<file path="config.mk">
export PLATFORM = sky130hd
export DESIGN_NAME = fetch_stage
export DESIGN_NICKNAME = d
export VERILOG_FILES = /design/src/rtl/fetch_stage.sv
export SDC_FILE = /design/constraint.sdc
export NUM_CORES = 1
export LEC_CHECK = 0
export BUFFER_PORTS_ARGS = -buffer_cell sky130_fd_sc_hd__buf_2
export CORE_MARGIN = 1.5
export CORE_UTILIZATION = 59
export CTS_CLUSTER_DIAMETER = 80
export DETAILED_ROUTE_END_ITERATION = 6
export PLACE_DENSITY = 0.85
export SLEW_MARGIN = 20
export SYNTH_ARGS = -nofsm -noshare
export SYNTH_HDL_FRONTEND = slang
export SYNTH_SLANG_ARGS = --single-unit
</file>
<file path="constraint.sdc">
create_clock -name clk -period 12 [get_ports clk]
set_input_delay 2.4 -clock clk [delete_from_list [all_inputs] [get_ports clk]]
set_output_delay 2.4 -clock clk [all_outputs]
set_load 0.005 [all_outputs]
</file>
<file path="src/rtl/fetch_stage.sv">
// Instruction fetch stage and IF/ID register: owns the PC, keeps one fetch in flight, and has a one-entry skid buffer.
// Define FETCH_PERF_CNT_EN to add the saturating perf_fetched_o/perf_stall_o counters.
module fetch_stage #(
  parameter int ADDR_W = 32,
  parameter int INSTR_W = 32,
  parameter logic [ADDR_W-1:0] RESET_PC = '0,
  parameter int INSTR_BYTES = 4,
  parameter logic [INSTR_W-1:0] NOP_INSTR = '0
) (
  input  logic clk,
  input  logic rst,
  input  logic stall_i,
  input  logic redirect_i,
  input  logic [ADDR_W-1:0] redirect_pc_i,
  output logic imem_req_o,
  output logic [ADDR_W-1:0] imem_addr_o,
  input  logic imem_ready_i,
  input  logic imem_rvalid_i,
  input  logic [INSTR_W-1:0] imem_rdata_i,
  output logic if_id_valid_o,
  output logic [INSTR_W-1:0] if_id_instr_o,
  output logic [ADDR_W-1:0] if_id_pc_o,
  output logic [2:0] opcode_o,
  output logic [1:0] funct2_o
`ifdef FETCH_PERF_CNT_EN
  ,
  output logic [31:0] perf_fetched_o,
  output logic [31:0] perf_stall_o
`endif
);

  typedef enum logic [1:0] {IDLE, REQ, WAIT, SKID} state_t;

  localparam logic [ADDR_W-1:0] STEP = ADDR_W'(INSTR_BYTES);
  localparam logic [ADDR_W-1:0] ALIGN = ~(ADDR_W'(INSTR_BYTES - 1));

  state_t state, state_n;
  logic [ADDR_W-1:0] pc, pc_n;
  logic [ADDR_W-1:0] fetch_pc;
  logic [ADDR_W-1:0] skid_pc;
  logic [INSTR_W-1:0] skid_instr;
  logic drop, drop_n;
  logic cap, fill, load, free;
  logic [INSTR_W-1:0] load_instr;
  logic [ADDR_W-1:0] load_pc;

  assign free = !if_id_valid_o || !stall_i;

  always_comb begin
    state_n = state;
    pc_n = pc;
    drop_n = drop;
    cap = 1'b0;
    fill = 1'b0;
    load = 1'b0;
    load_instr = imem_rdata_i;
    load_pc = fetch_pc;
    if (redirect_i) begin
      pc_n = redirect_pc_i & ALIGN;
      state_n = REQ;
      drop_n = 1'b0;
      // an accepted or still-pending old fetch must be dropped on return
      unique case (state)
        REQ: begin
          if (imem_ready_i) begin
            state_n = WAIT;
            drop_n = 1'b1;
          end
        end
        WAIT: begin
          if (!imem_rvalid_i) begin
            state_n = WAIT;
            drop_n = 1'b1;
          end
        end
        default: ;
      endcase
    end else begin
      unique case (state)
        IDLE: state_n = REQ;
        REQ: begin
          if (imem_ready_i) begin
            pc_n = pc + STEP;
            cap = 1'b1;
            state_n = WAIT;
          end
        end
        WAIT: begin
          if (imem_rvalid_i) begin
            if (drop) begin
              drop_n = 1'b0;
              state_n = REQ;
            end else if (free) begin
              load = 1'b1;
              state_n = REQ;
            end else begin
              fill = 1'b1;
              state_n = SKID;
            end
          end
        end
        SKID: begin
          if (!stall_i) begin
            load = 1'b1;
            load_instr = skid_instr;
            load_pc = skid_pc;
            state_n = REQ;
          end
        end
        default: state_n = IDLE;
      endcase
    end
  end

  always_ff @(posedge clk or posedge rst) begin
    if (rst) begin
      state <= IDLE;
      pc <= RESET_PC;
      drop <= 1'b0;
      fetch_pc <= '0;
      skid_pc <= '0;
      skid_instr <= NOP_INSTR;
    end else begin
      state <= state_n;
      pc <= pc_n;
      drop <= drop_n;
      if (cap) fetch_pc <= pc;
      if (fill) begin
        skid_pc <= fetch_pc;
        skid_instr <= imem_rdata_i;
      end
    end
  end

  always_ff @(posedge clk or posedge rst) begin
    if (rst) begin
      if_id_valid_o <= 1'b0;
      if_id_instr_o <= NOP_INSTR;
      if_id_pc_o <= '0;
    end else if (redirect_i) begin
      if_id_valid_o <= 1'b0;
      if_id_instr_o <= NOP_INSTR;
    end else if (load) begin
      if_id_valid_o <= 1'b1;
      if_id_instr_o <= load_instr;
      if_id_pc_o <= load_pc;
    end else if (!stall_i) begin
      if_id_valid_o <= 1'b0;
      if_id_instr_o <= NOP_INSTR;
    end
  end

  assign imem_req_o = (state == REQ);
  assign imem_addr_o = pc;
  assign opcode_o = if_id_instr_o[INSTR_W-1 -: 3];
  assign funct2_o = if_id_instr_o[INSTR_W-4 -: 2];

`ifdef FETCH_PERF_CNT_EN
  always_ff @(posedge clk or posedge rst) begin
    if (rst) begin
      perf_fetched_o <= '0;
      perf_stall_o <= '0;
    end else begin
      if (load && perf_fetched_o != '1)
        perf_fetched_o <= perf_fetched_o + 32'd1;
      if (stall_i && if_id_valid_o && perf_stall_o != '1)
        perf_stall_o <= perf_stall_o + 32'd1;
    end
  end
`endif

endmodule

</file>
After elaboration in Yosys (flattened, before gate mapping)
Index checks and enable logic that the tools add are counted.
{"block": "classes", "n_reduce_logical": 12, "n_bitwise": 1, "n_mux": 42, "eq_ne": 7, "add_sub_neg": 1}
{"op": "32-bit two-way mux", "n": 10}
{"op": "32-bit by 3-bit adder with 32-bit output, second input constant", "n": 1}
{"op": "1-bit two-way mux", "n": 20}
{"op": "2-bit two-way mux", "n": 8}
{"op": "2-bit one-hot mux with 4 select lines", "n": 1}
{"op": "2-bit nonzero test", "n": 4}
{"op": "3-bit inequality test, second input constant", "n": 2}
{"op": "2-bit AND reduction", "n": 3}
{"op": "2-bit == test, second input constant", "n": 2}
{"op": "1-bit one-hot mux with 2 select lines", "n": 2}
{"op": "2-bit one-hot mux with 2 select lines", "n": 1}
{"op": "3-bit by 1-bit inequality test with 1-bit output, second input constant", "n": 1}
{"op": "3-bit by 2-bit inequality test with 1-bit output, second input constant", "n": 1}
{"op": "3-bit AND reduction", "n": 1}
{"op": "2-bit by 1-bit == test with 1-bit output, second input constant", "n": 1}
{"op": "1-bit logical NOT", "n": 2}
{"op": "2-bit logical NOT", "n": 1}
{"op": "1-bit logical OR", "n": 1}
{"op": "1-bit NOT", "n": 1}
{"block": "word_totals", "reg_bits": 196, "output_inout_bits": 103}

Logic depth before layout (Yosys ltp)
Gate-level depths: netlist of the first run.
{"block": "logic_depth", "ltp_word": 9, "mapped_depth": 9, "ltp_nobuf": 7}

Worst setup path before layout of the first run
Ideal clock, no wire load.
{"block": "synth_path", "path_type": "input to register", "from": "input redirect_i", "to": "register skid_pc[19]", "setup_slack_ns": 8.315, "stages": 4, "arrival_ns": 3.560, "n_path_buf": 2, "cell_sequence": "buf_2 -> nor4_4 -> buf_2 -> mux2_2"}
{"block": "synth_between", "elab_chain_len": 1}
{"element": "from (decl)", "line_no": "13", "rtl": "input logic redirect_i,"}
{"element": "1-bit two-way mux", "line_no": "58", "rtl": "if (redirect_i) begin"}
{"element": "to (signal assigned)", "line_no": "129", "rtl": "skid_pc <= fetch_pc;"}
{"element": "to (decl)", "line_no": "40", "rtl": "logic [ADDR_W-1:0] skid_pc;"}
Every way passes these cells.
A chain may end at the register's enable or synchronous reset.

Final worst setup path of the first run
{"block": "layout_path", "from": "input redirect_i", "to": "register pc[25] (netlist: imem_addr_o[25])"}
{"block": "layout_between", "elab_chain_len": 2}
{"element": "2-bit nonzero test (no line)"}
{"element": "2-bit AND reduction (no line)"}
{"element": "to (signal assigned)", "line_no": "125", "rtl": "pc <= pc_n;"}
{"element": "to (decl)", "line_no": "38", "rtl": "logic [ADDR_W-1:0] pc, pc_n;"}
Several ways; a longest one is shown, not always the timed one.

==> metrics.yaml, run 1 <==
post_cts_buffers: 0
regToRegSetupSlack_ns: 9.28
worst_r2r_path_depth: 6
rsz0062_at_grt: "false"
yosysTopAreaCellShare: 0.566
io_pins: 173
antenna_found_initial: 1
reg2reg_from: "state[0]$_DFFE_PP0P_"
fillerInstances: 965
cts_tree: "done"
hp-class: "reg -> reg"
yosysTopAreaCell: "dfrtp_1"
muxShareOfSynthArea: 0.201
synth-edff-count: 0
post-dp-hpwl_um: 11700
drc: 0
timing.rr.end: "if_id_instr_o[17]$_DFFE_PP0P_"
grt_pass1_vias: 5747
tns_ns: 0
fmax_mhz: 224
critPathLaunchType: "input port"
die_w_um: 122
avgSynthCellArea_um2: 11.8
drt_iter0_markers: 309
grt_max_degree: 126
worstSetupPathType: "in -> reg"
place.gp.congestion: 0.797
holdWs_ns: 0.473
fin_area_um2: 9880
vias: 5920
synth-seq-cells: 188
dpl-instance-area_um2: 9220
cp.required_ns: 12.37
post-route-period-util: 0.372
synth_most_common_cell: "dfrtp_1"
rows: 43
p_leak_nw: 5.23
initial_core_util: 0.601
worst_ir_drop_vdd_uv: 117
layout-drive-gt1-share: 0.349
final-setup-viol-count: 0
yosysUniqueCellTypes: 43
max_slew_margin: 0.396
synth_compound_area_frac: 0.0679
clk_latency_ns: 0.44
cts_resized: 0
syn-cell-area_um2: 8310
yosysSeqAreaShare: 0.566
ctsHoldBuffers: 0
clock-skew-final_ns: 0.0105
numCtsBuffers: 17
maxSlewViolCount: 0
routedWlPerCell_um: 17.2
num_antenna_cells: 0
cts_max_level: 4
arrival_ns: 4.83
tightest_slew_ns: 0.905
die_h_um: 122
yosys.area_share.simple: 0.0985
max_cap_viol_count: 0
root_buffer: "clkbuf_16"
ant_nets: 0
critPathLaunch: "redirect_i"
coreArea_um2: 13800
drt_wl_total_um: 18100
grt_pass1_wl_um: 29000
port_buffers: 166
synthAdderAreaFrac: 0.00602
synth_top_family_by_area: "multiplexers"
cp-end-kind: "flop"
critPathMaxFanout: 54
yosys_most_used_dff: "dfrtp_1"
dr.pass1.iters: 5
syn2layout_area_growth_pct: 19.0
viasPerCell: 5.65
synth-xor-area-share: 0.0274
die_area_um2: 14800
min_period_ns: 4.46
setup.worst_path.end: "imem_addr_o[25]$_DFFE_PP0P_"
p_per_area_nw_per_um2: 186
cts.sinks: 188
hold_viol: 0
ys_async_sr_fraction: 1.00
grt_overflow: 0
status: "finished, final reports clean"
clk_pin_slew_ns: 0.06
cts_max_path_buffers: 2
yosysWarningCount: 0
fin_nets: 928
synth_commonest_cells: "188 x dfrtp_1, 111 x nand2_1, 90 x o21ai_0"
grt.total_usage: 0.255
synthTopCellsByArea: "dfrtp_1 57%, mux2_2 12%, mux2i_1 7.6%, o21ai_0 5.4%, nand2_1 5.0%"
synthCells: 706
power.total_mw: 1.84
==> how the worst min path moves through the flow <==
stage	start	end	slack [ns]	cells after the start
after detailed placement	if_id_pc_o[30]$_DFFE_PP0P_	if_id_pc_o[30]$_DFFE_PP0P_	0.46	2
final	if_id_instr_o[18]$_DFFE_PP0P_	if_id_instr_o[18]$_DFFE_PP0P_	0.47	2
after global placement	if_id_instr_o[15]$_DFFE_PP0P_	if_id_instr_o[15]$_DFFE_PP0P_	0.46	2
after CTS	if_id_pc_o[30]$_DFFE_PP0P_	if_id_pc_o[30]$_DFFE_PP0P_	0.48	2
after floorplan	skid_instr[28]$_DFFE_PP0P_	skid_instr[28]$_DFFE_PP0P_	0.46	1
after global routing	if_id_instr_o[13]$_DFFE_PP0P_	if_id_instr_o[13]$_DFFE_PP0P_	0.51	2
==> layer usage <==
| layer | global-route usage | vias to the layer above | part of all wire | wire length, um |
|---|---|---|---|---|
| li1 | - | 2744 | - | - |
| met5 | 0 | - | 0.00066 | 12 |
| met4 | 0.104 | 2 | 0.023 | 408 |
| met3 | 0.0595 | 34 | 0.054 | 977 |
| met2 | 0.405 | 184 | 0.47 | 8570 |
| met1 | 0.340 | 2956 | 0.45 | 8090 |
==> power breakdown <==
group          total [mW]  leakage, nW  switching [mW]  internal (mW)
registers           0.848         2.49          0.0913          0.757
clock network       0.621        0.323           0.237          0.384
logic               0.371         2.42           0.189          0.182
total                1.84         5.23           0.518           1.32
==> kinds of logic (layout without fill, tap and decap cells) <==
logic type,after synthesis,in the layout
AOI/OAI and AO/OA,107,107
xor gates and xnor gates,26,26
adders and majority gates,4,4
buffers and inverters,55,213
DFF,188,188
muxes,155,155
other,1,4
and+or+nand+nor,170,170
==> worst max-delay path: stages <==
cell and delay, ns:
buf_2 0.09, buf_4 0.29, inv_1 0.48, nand3_2 0.83
nor4_1 0.52, a221o_1 0.19
==> per-stage QoR <==
stage          std cells   util  worst slack [ns]
5_1_grt             1047  0.715              7.32
3_5_place_dp        1015  0.667              7.08
4_1_cts             1047  0.715              7.52
6_report            1047  0.715              7.54
3_3_place_gp        1015  0.667              7.10
2_1_floorplan        709      -              4.49
==> flip-flops by register name, indices dropped and copies added (netlist names) <==
name and count:
if_id_instr_o 32, fetch_pc 30, if_id_valid_o 1, skid_pc 30, drop 1, if_id_pc_o 30, imem_addr_o 30, state 2
skid_instr 32
==> cell usage in the layout (no fill, tap or decap), types with 2 or more instances in the layout <==
cell type | netlist | final
nand4_1 | 7 | 7
nand2_1 | 111 | 111
and4_1 | 4 | 4
mux2_2 | 87 | 87
o21ai_1 | 3 | 3
clkinv_4 | 0 | 3
clkbuf_8 | 0 | 6
nand3_2 | 2 | 3
mux2_1 | 5 | 5
ha_1 | 4 | 4
dfrtp_1 | 188 | 188
buf_2 | 20 | 166
xnor2_1 | 15 | 15
buf_4 | 9 | 6
nor4_4 | 2 | 2
clkbuf_16 | 0 | 17
o21ai_0 | 90 | 90
and3_1 | 2 | 2
nor3_1 | 8 | 8
bufinv_16 | 0 | 4
a31oi_1 | 2 | 2
xor2_1 | 11 | 11
a21oi_1 | 5 | 5
mux2i_1 | 63 | 63
conb_1 | 1 | 4
nor2_1 | 9 | 9
nor4_2 | 2 | 2
nor4_1 | 6 | 6
inv_1 | 9 | 8
nand3_1 | 8 | 7
==> layout make-up <==
| cell class | count | area [um^2] | share of cell area |
|---|---|---|---|
| Clock buffer | 24 | 512 | 0.0518 |
| Inverter | 9 | 41.3 | 0.00418 |
| Clock inverter | 8 | 154 | 0.0156 |
| Tap cell | 180 | 225 | 0.0228 |
| Multi-Input combinational cell | 466 | 3370 | 0.341 |
| Sequential cell | 188 | 4700 | 0.476 |
| Timing Repair Buffer | 172 | 876 | 0.0886 |
Power figures use the tool's default switching activity.
==> inputs of run 2 (changes only) <==
--- a/config.mk
+++ b/config.mk
@@ -5,12 +5,13 @@
 export SDC_FILE = /design/constraint.sdc
 export NUM_CORES = 1
 export LEC_CHECK = 0
+export ABC_AREA = 1
 export BUFFER_PORTS_ARGS = -buffer_cell sky130_fd_sc_hd__buf_2
 export CORE_MARGIN = 1.5
-export CORE_UTILIZATION = 59
+export CORE_UTILIZATION = 50
 export CTS_CLUSTER_DIAMETER = 80
 export DETAILED_ROUTE_END_ITERATION = 6
-export PLACE_DENSITY = 0.85
+export PLACE_DENSITY = 0.76
 export SLEW_MARGIN = 20
 export SYNTH_ARGS = -nofsm -noshare
 export SYNTH_HDL_FRONTEND = slang
==> constraint.sdc (replaced) <==
create_clock -name clk -period 3.92 [get_ports clk]
set_input_delay 0.784 -clock clk [delete_from_list [all_inputs] [get_ports clk]]
set_output_delay 0.784 -clock clk [all_outputs]
set_load 0.005 [all_outputs]
==> metrics.yaml, run 2 <==
status: "finished, final reports clean"
cts_max_level: 4
viasPerCell: 5.09
post_cts_buffers: 0
grt_pass1_vias: 6843
rsz0062_at_grt: "false"
yosysTopAreaCell: "dfrtp_1"
min_period_ns: 2.07
die_h_um: 137
yosysTopAreaCellShare: 0.526
yosysWarningCount: 0
syn-cell-area_um2: 8950
arrival_ns: 2.41
critPathMaxFanout: 124
initial_core_util: 0.514
crit_slowest_cell: "buf_2"
maxSlewViolCount: 0
drc: 0
cp.required_ns: 4.26
worst_ir_drop_vdd_uv: 291
numCtsBuffers: 17
cts_tree: "done"
rows: 48
ant_nets: 0
cts_resized: 0
cts.sinks: 188
final_cell_mix: "395 x nand2_1, 188 x dfrtp_1, 166 x buf_2, 142 x o21ai_0, 100 x inv_1"
place.gp.congestion: 0.860
layout.cells.most_common: "nand2_1"
stdcell_count: 1488
layout-drive-gt1-share: 0.191
drt_wl_total_um: 20500
final-setup-viol-count: 0
hold_viol: 0
dpl-instance-area_um2: 9840
routedWlPerCell_um: 13.8
die_w_um: 137
grt.total_usage: 0.230
clk_latency_ns: 0.43
dr.pass1.iters: 5
yosysUniqueCellTypes: 43
p_leak_nw: 5.44
num_antenna_cells: 0
synth_most_common_cell: "nand2_1"
synthCells: 1114
yosys_most_used_dff: "dfrtp_1"
cp_cell_sequence: "buf_2, inv_1, buf_4, nand3_4, buf_12, nand2_1, o21ai_0"
max_slew_margin: 0.471
ctsHoldBuffers: 0
antenna_found_initial: 0
grt_overflow: 0
coreArea_um2: 17400
port_buffers: 166
post-dp-hpwl_um: 13900
slowest_delay_ns: 0.51
die_area_um2: 18700
dp.cells: 1457
tns_ns: 0
clk_pin_slew_ns: 0.07
critPathLaunchType: "input port"
syn2layout_area_growth_pct: 16.6
synth-edff-count: 0
layout_setup_ws_ns: 1.85
hp-class: "reg -> reg"
max_cap_viol_count: 0
clock-skew-final_ns: 0.0144
avgSynthCellArea_um2: 8.03
io_pins: 173
fmax_mhz: 483
tightest_slew_ns: 0.791
yosysSeqAreaShare: 0.526
fin_area_um2: 10400
fillerInstances: 1564
synthTopCellsByArea: "dfrtp_1 53%, nand2_1 17%, o21ai_0 7.9%, inv_1 4.2%, nand3_1 4.0%"
cts_max_path_buffers: 2
synth_commonest_cells: "395 x nand2_1, 188 x dfrtp_1, 142 x o21ai_0"
top_regs: "if_id_instr_o (32), skid_instr (32)"
ys_async_sr_fraction: 1.00
post-route-period-util: 0.528
worstSetupPathType: "in -> reg"
synth-seq-cells: 188
grt_pass1_wl_um: 33900
fin_nets: 1325
dp_slack_ns: 1.42
root_buffer: "clkbuf_16"
drt_iter0_markers: 550
cp-end-kind: "flop"
vias: 7573
grt_max_degree: 125
p_per_area_nw_per_um2: 537
==> run 2: cell count changes in the layout (fill, tap and decap cells not counted), moves of 37 or more <==
| cell | delta |
|---|---|
| inv_1 | +92 |
| mux2_2 | -87 |
| nor2_1 | +37 |
| o21ai_0 | +52 |
| nand2_1 | +284 |
| mux2i_1 | -63 |
| nand3_1 | +65 |
==> run 2: routing by layer <==
metal / wire, um / GRT usage
met5: 0 / 0
met4: 251 / 0.0567
met3: 1400 / 0.0511
met2: 9010 / 0.349
met1: 9820 / 0.337
==> run 2: cell type report <==
type / instances / area [um^2] / share of cell area
Inverter: 104 / 394 / 0.0378
Clock buffer: 21 / 480 / 0.0461
Sequential cell: 188 / 4700 / 0.451
Clock inverter: 10 / 115 / 0.0110
Tap cell: 225 / 282 / 0.0270
Timing Repair Buffer: 181 / 968 / 0.0928
Multi-Input combinational cell: 759 / 3490 / 0.334
==> run 2: kinds of logic (layout without fill, tap and decap cells) <==
kind of cell / after synthesis / in the layout / share of synthesized area
DFF: 188 / 188 / 0.526
xor gates and xnor gates: 3 / 3 / 0.00294
and+or+nand+nor: 550 / 550 / 0.259
adders and majority gates: 4 / 4 / 0.00559
buffers and inverters: 170 / 316 / 0.0878
other: 1 / 4 / 0.000419
AOI/OAI and AO/OA: 198 / 198 / 0.119
==> run 2: worst paths after layout <==
| check | cells past startpoint | endpoint | startpoint | slack [ns] |
|---|---|---|---|---|
| max in group asynchronous | 3 | fetch_pc[10]$_DFFE_PP0P_ | rst | 2.46 |
| min | 2 | if_id_pc_o[3]$_DFFE_PP0P_ | if_id_pc_o[3]$_DFFE_PP0P_ | 0.48 |
| min reg2reg | 2 | if_id_pc_o[3]$_DFFE_PP0P_ | if_id_pc_o[3]$_DFFE_PP0P_ | 0.48 |
| max | 7 | skid_instr[4]$_DFFE_PP0P_ | redirect_i | 1.85 |
| max reg2reg | 9 | if_id_instr_o[26]$_DFFE_PP0P_ | state[0]$_DFFE_PP0P_ | 1.86 |
| min in group asynchronous | 2 | skid_instr[23]$_DFFE_PP0P_ | rst | 0.49 |
==> run 2: power by group <==
part / internal [mW] / leakage (nW) / total [mW] / switching, mW
logic: 0.497 / 2.68 / 1.30 / 0.808
registers: 2.33 / 2.47 / 2.57 / 0.244
clock network: 1.00 / 0.287 / 1.73 / 0.730
==> run 2: per-stage QoR <==
step / util / total power [mW] / hold slack, ns
2_1_floorplan: - / 3.37 / 0.453
3_3_place_gp: 0.565 / 3.86 / 0.459
3_5_place_dp: 0.565 / 3.91 / 0.462
4_1_cts: 0.599 / 5.65 / 0.479
5_1_grt: 0.599 / 5.98 / 0.498
6_report: 0.599 / 5.61 / 0.475
==> run 2: critical path, delay by kind of cell <==
kind	cells	cell delay, ns
AO/OA/AOI/OAI	1	0.10
buffers and inverters	4	1.24
AND/OR/NAND/NOR	2	0.21
